$ cat src/rtl/operand_stack_if.sv
// operand_stack_if: command/data bus between a stack user and the operand stack
interface operand_stack_if #(parameter int WIDTH = 16, parameter int DEPTH = 16);
  logic [2:0]               op;
  logic [WIDTH-1:0]         push_data;
  logic [WIDTH-1:0]         a;
  logic [WIDTH-1:0]         b;
  logic [$clog2(DEPTH):0]   depth;
  logic                     empty;
  logic                     full;
  logic                     err_over;
  logic                     err_under;
  modport master (output op, push_data, input a, b, depth, empty, full, err_over, err_under);
  modport slave  (input op, push_data, output a, b, depth, empty, full, err_over, err_under);
endinterface

$ cat src/rtl/operand_stack.sv
// operand_stack: register-file operand stack with ALU-oriented commands and sticky error flags
module operand_stack #(
  parameter int WIDTH = 16,
  parameter int DEPTH = 16
) (
  input logic            clk,
  input logic            rst,
  operand_stack_if.slave s
);
  localparam int AW = $clog2(DEPTH);
  localparam logic [2:0] PUSH = 3'd1, POP = 3'd2, BINOP = 3'd3, UNOP = 3'd4, DUP = 3'd5, SWAP = 3'd6;
  logic [WIDTH-1:0] mem [DEPTH];
  logic [AW:0]      sp, sp_next;
  logic [AW-1:0]    top, sec, nxt;
  logic [WIDTH-1:0] a, b;
  logic             empty, full, two, over, under, ok, err_over, err_under;
  assign top   = AW'(sp - 1'b1);
  assign sec   = AW'(sp - 2'd2);
  assign nxt   = sp[AW-1:0];
  assign empty = (sp == '0);
  assign full  = (sp == (AW+1)'(DEPTH));
  assign two   = (sp >= (AW+1)'(2));
  assign a     = empty ? '0 : mem[top];
  assign b     = two ? mem[sec] : '0;
  assign s.a         = a;
  assign s.b         = b;
  assign s.depth     = sp;
  assign s.empty     = empty;
  assign s.full      = full;
  assign s.err_over  = err_over;
  assign s.err_under = err_under;
  // refused commands leave the pointer alone; accepted ones move it by at most one
  always_comb begin
    over    = (s.op == PUSH || s.op == DUP) && full;
    under   = ((s.op == POP || s.op == UNOP || s.op == DUP) && empty) || ((s.op == BINOP || s.op == SWAP) && !two);
    ok      = !over && !under;
    sp_next = !ok ? sp : (s.op == PUSH || s.op == DUP) ? sp + 1'b1 : (s.op == POP || s.op == BINOP) ? sp - 1'b1 : sp;
  end
  // pointer and sticky error flags
  always_ff @(posedge clk or posedge rst) begin
    if (rst) begin
      sp        <= '0;
      err_over  <= 1'b0;
      err_under <= 1'b0;
    end else begin
      sp        <= sp_next;
      err_over  <= err_over | over;
      err_under <= err_under | under;
    end
  end
  // entry writes; contents are never cleared, the pointer alone defines validity
  always_ff @(posedge clk) begin
    if (!rst && ok)
      case (s.op)
        PUSH:    mem[nxt] <= s.push_data;
        DUP:     mem[nxt] <= a;
        BINOP:   mem[sec] <= s.push_data;
        UNOP:    mem[top] <= s.push_data;
        SWAP:    begin mem[top] <= b; mem[sec] <= a; end
        default: ;
      endcase
  end
endmodule

$ cat src/flat_wrapper.sv
// flat-port wrapper written by rule: the top's interface ports become plain ports
module operand_stack_flat 
#(
  parameter int WIDTH = 16,
  parameter int DEPTH = 16
)
  (clk, rst, s_op, s_push_data, s_a, s_b, s_depth, s_empty, s_full, s_err_over, s_err_under);
  operand_stack_if #(.WIDTH(WIDTH), .DEPTH(DEPTH)) s_i ();
  input logic clk;
  input logic rst;
  input wire logic [$bits(s_i.op)-1:0] s_op;
  input wire logic [$bits(s_i.push_data)-1:0] s_push_data;
  output wire logic [$bits(s_i.a)-1:0] s_a;
  output wire logic [$bits(s_i.b)-1:0] s_b;
  output wire logic [$bits(s_i.depth)-1:0] s_depth;
  output wire logic [$bits(s_i.empty)-1:0] s_empty;
  output wire logic [$bits(s_i.full)-1:0] s_full;
  output wire logic [$bits(s_i.err_over)-1:0] s_err_over;
  output wire logic [$bits(s_i.err_under)-1:0] s_err_under;
  assign s_i.op = s_op;
  assign s_i.push_data = s_push_data;
  assign s_a = s_i.a;
  assign s_b = s_i.b;
  assign s_depth = s_i.depth;
  assign s_empty = s_i.empty;
  assign s_full = s_i.full;
  assign s_err_over = s_i.err_over;
  assign s_err_under = s_i.err_under;
  operand_stack #(.WIDTH(WIDTH), .DEPTH(DEPTH)) u_core (.clk(clk), .rst(rst), .s(s_i));
endmodule
$ cat config.mk
export PLATFORM = sky130hd
export DESIGN_NAME = operand_stack_flat
export DESIGN_NICKNAME = d
export VERILOG_FILES = /design/src/rtl/operand_stack_if.sv /design/src/rtl/operand_stack.sv /design/src/flat_wrapper.sv
export SDC_FILE = /design/constraint.sdc
export NUM_CORES = 1
export LEC_CHECK = 0
export BUFFER_PORTS_ARGS = -buffer_cell sky130_fd_sc_hd__buf_2
export CORE_ASPECT_RATIO = 1.2
export CORE_MARGIN = 3
export CORE_UTILIZATION = 63
export DETAILED_ROUTE_END_ITERATION = 6
export PLACE_DENSITY = 0.81
export SETUP_SLACK_MARGIN = 0.2
export SYNTH_ARGS = -nofsm -noshare
export SYNTH_HDL_FRONTEND = slang
export SYNTH_SLANG_ARGS = --single-unit
$ cat constraint.sdc
create_clock -name clk -period 5.7 [get_ports clk]
set_input_delay 1.14 -clock clk [delete_from_list [all_inputs] [get_ports clk]]
set_output_delay 1.14 -clock clk [all_outputs]
set_load 0.1 [all_outputs]
==> flow_summary.toml <==
[run_status]
outcome = "finished clean"

[global_route]
grt_max_degree = 122
antenna_found_initial = 0
grt_usage = 0.3330
grt-ovfl-total = 0
grt_pass1_vias = 11130
grt_first_pass_wirelength_um = 69990

[placed_design]
gp_congestion = 0.9126
dpl.hpwl_um = 29390
io_buffers = 61
dpl_cell_area_mm2 = 0.01708

[run]
drv_cap = 0

[yosys]
synth_compound_area_frac = 0.04861
async_flop_share = 0.02662
synth_adder_area_share = 0.006029
synth_xor_area_frac = 0.006707
synth_top_family_by_area = "multiplexers"
ys_warn_count = 0
synth-simple-area-share = 0.05659
synth_edf_count = 256
yosys_register_bits = 263
synthFlopType = "edfxtp_1"
syn_nets = 1162
ys_seq_area_frac = 0.4735
synthCells = 1133
yosysUniqueCellTypes = 62
syn-cell-area_mm2 = 0.01660
synth_mux_area_frac = 0.3597
avgSynthCellArea_um2 = 14.65

[worst_setup_path]
crit_arrival_ns = 3.98
critPathLaunchType = "flip-flop"
cp_top_family = "compound AO/OA/AOI/OAI gates"
criticalPathCategory = "reg2out"
critPathMaxStageDelay_ns = 0.88
critPathRequiredTime_ns = 4.56
worst_path_max_delay_cell = "a211oi_4"
critPathMaxFanout = 11
crit_chain = "inv_1 -> ha_2 -> xnor2_2 -> a211oi_4 -> buf_4 -> a221o_1 -> buf_2"
cp-end-kind = "output pin"
path_buf_inv = 3

[clock_network]
post_cts_resize_count = 0
numClockSinks = 263
htreeDepth = 1
clk_pin_slew_ns = 0.07
ctsHoldBuffers = 0
cts_buffers = 27
cts_max_path_buffers = 3
cts_tree = "yes"
clock_tree.root_cell = "clkbuf_16"
clk-insertion-delay-late_ns = 0.55
cts_setup_buffers = 0

[timing]
relSlewSlack = 0.09500
rsz0062_at_grt = "no"
fin_skew_ns = 0.01763
post-route-min-period_ns = 5.123
finalHoldViolCount = 0
setup_viol = 0
max_freq_ghz = 0.1952
final.period_utilization = 0.8988
tightest_slew_ns = 1.357
slew_viol_final = 0
hold_slack_ns = 0.4593

[drt]
drtAntennaViolNets = 0
avgRoutedWirePerCell_um = 31.60
drc_errors = 0
dr.pass1.iters = 5
drt-total-wl_um = 47430
vias_per_cell = 7.362
drt-initial-drc-count = 1223
detailroute.via_count = 11050

[floorplanning]
io_pins = 62
die_w_um = 154.2
start_util = 0.6459
dieHeight_um = 183.8
core_mm2 = 0.02570
rows = 64
die_area_mm2 = 0.02835

[worst_hold_path]
hold_class = "reg2reg"

[finish]
syn2layout_area_growth_pct = 7.506
drive_above_1_share = 0.2844
stdcell_area_mm2 = 0.01785
fin_nets = 1181
n_antenna_cell = 0
-- sequential cells by signal, summed over array words and instances, names as in the netlist --
name and cells:
u_core.s.err_over 1, u_core.s.err_under 1, u_core.s.depth 5, u_core.mem 256
-- final timing paths --
check                                   start                 end  slack, ns  cells past startpoint
max in group asynchronous                 rst   u_core.s.depth[1]       4.82                      2
min in group asynchronous                 rst   u_core.s.depth[2]       0.59                      2
setup / recovery            u_core.s.depth[2]              s_b[8]       0.58                      7
setup reg to reg            u_core.s.depth[1]    u_core.mem[6][6]       1.48                      7
hold / removal             u_core.s.err_under  u_core.s.err_under       0.46                      1
hold reg to reg            u_core.s.err_under  u_core.s.err_under       0.46                      1
-- cells by family after synthesis --
family | after synthesis
multiplexers | 435
buffers and inverters | 127
adder cells (fa/ha/maj) | 8
XOR/XNOR | 11
AND/OR/NAND/NOR | 179
AO/OA/AOI/OAI | 110
flip-flops | 263
-- final cells by class --
cell class	instances	area (um2)
Tap cell	330	412.9
Clock inverter	18	80.08
Multi-Input combinational cell	743	8063
Fill cell	1702	7855
Inverter	7	26.28
Sequential cell	263	7870
Timing Repair Buffer	110	710.7
Clock buffer	30	686.9
-- metal layers --
layer,GRT usage,part of all wire
met5,0,0
met4,0.1470,0.052
met1,0.4209,0.35
met2,0.5418,0.48
met3,0.09583,0.11
-- worst reg2reg max path, cell delays in order, from the launching register on --
cell	delay (ns)
dfrtp_4	0.65
inv_1	0.27
ha_4	0.21
nor4b_4	0.78
a32o_2	0.62
or3_1	1.01
o21ai_2	0.10
buf_4	0.29
-- per-stage QoR --
step           setup WS (ns)  TNS, ns  utilization  instances
2_1_floorplan        -0.1656   -1.665            -       1133
3_3_place_gp           1.308        0       0.6646       1453
3_5_place_dp           1.274        0       0.6646       1453
4_1_cts               0.6492        0       0.6944       1501
5_1_grt               0.4649        0       0.6944       1501
6_report              0.5770        0       0.6944       1501
-- synth_stat cells, types with 7 or more instances --
cell type	count	share of area
mux2i_1	298	0.18
edfxtp_1	256	0.46
mux4_2	122	0.17
nand2_1	53	0.012
buf_2	52	0.016
buf_4	39	0.018
nor2b_1	35	0.013
a21oi_1	32	0.0096
nor2_1	26	0.0059
or3_1	16	0.0060
nor3_1	15	0.0045
a22oi_1	13	0.0059
nand3_1	12	0.0036
a21oi_2	11	0.0058
buf_6	11	0.0075
mux2i_2	11	0.0091
o21ai_0	11	0.0033
clkbuf_1	10	0.0023
a221o_1	9	0.0054
ha_1	8	0.0060
o21ai_1	8	0.0024
dfrtp_1	7	0.011
xnor2_1	7	0.0037
-- cells in the final DEF, fill, tap and decap left out, types with 3 or more instances in the layout --
cell type    n
clkbuf_1     3
buf_12       3
inv_1        4
a22oi_1     13
edfxtp_1   256
dfrtp_1      5
mux4_2     122
a211oi_4     3
nand3_1     12
o21ai_0      3
buf_2       61
buf_4       46
nor3_1      15
clkbuf_16   27
o21ai_2     16
ha_1         6
clkinv_1    12
mux2i_4      4
nand2b_1     6
a221o_1      9
clkinv_2     6
nor2b_1     35
xnor2_2      3
nor2_1      26
and2_1       4
or3_1       16
mux2i_2     11
mux2i_1    298
a21o_1       4
nand2_1     53
xnor2_1      6
a21oi_1     32
a21oi_2     11
Power is not shown: default switching activity piles up to over one toggle a cycle in this logic, so the estimate is an artifact.
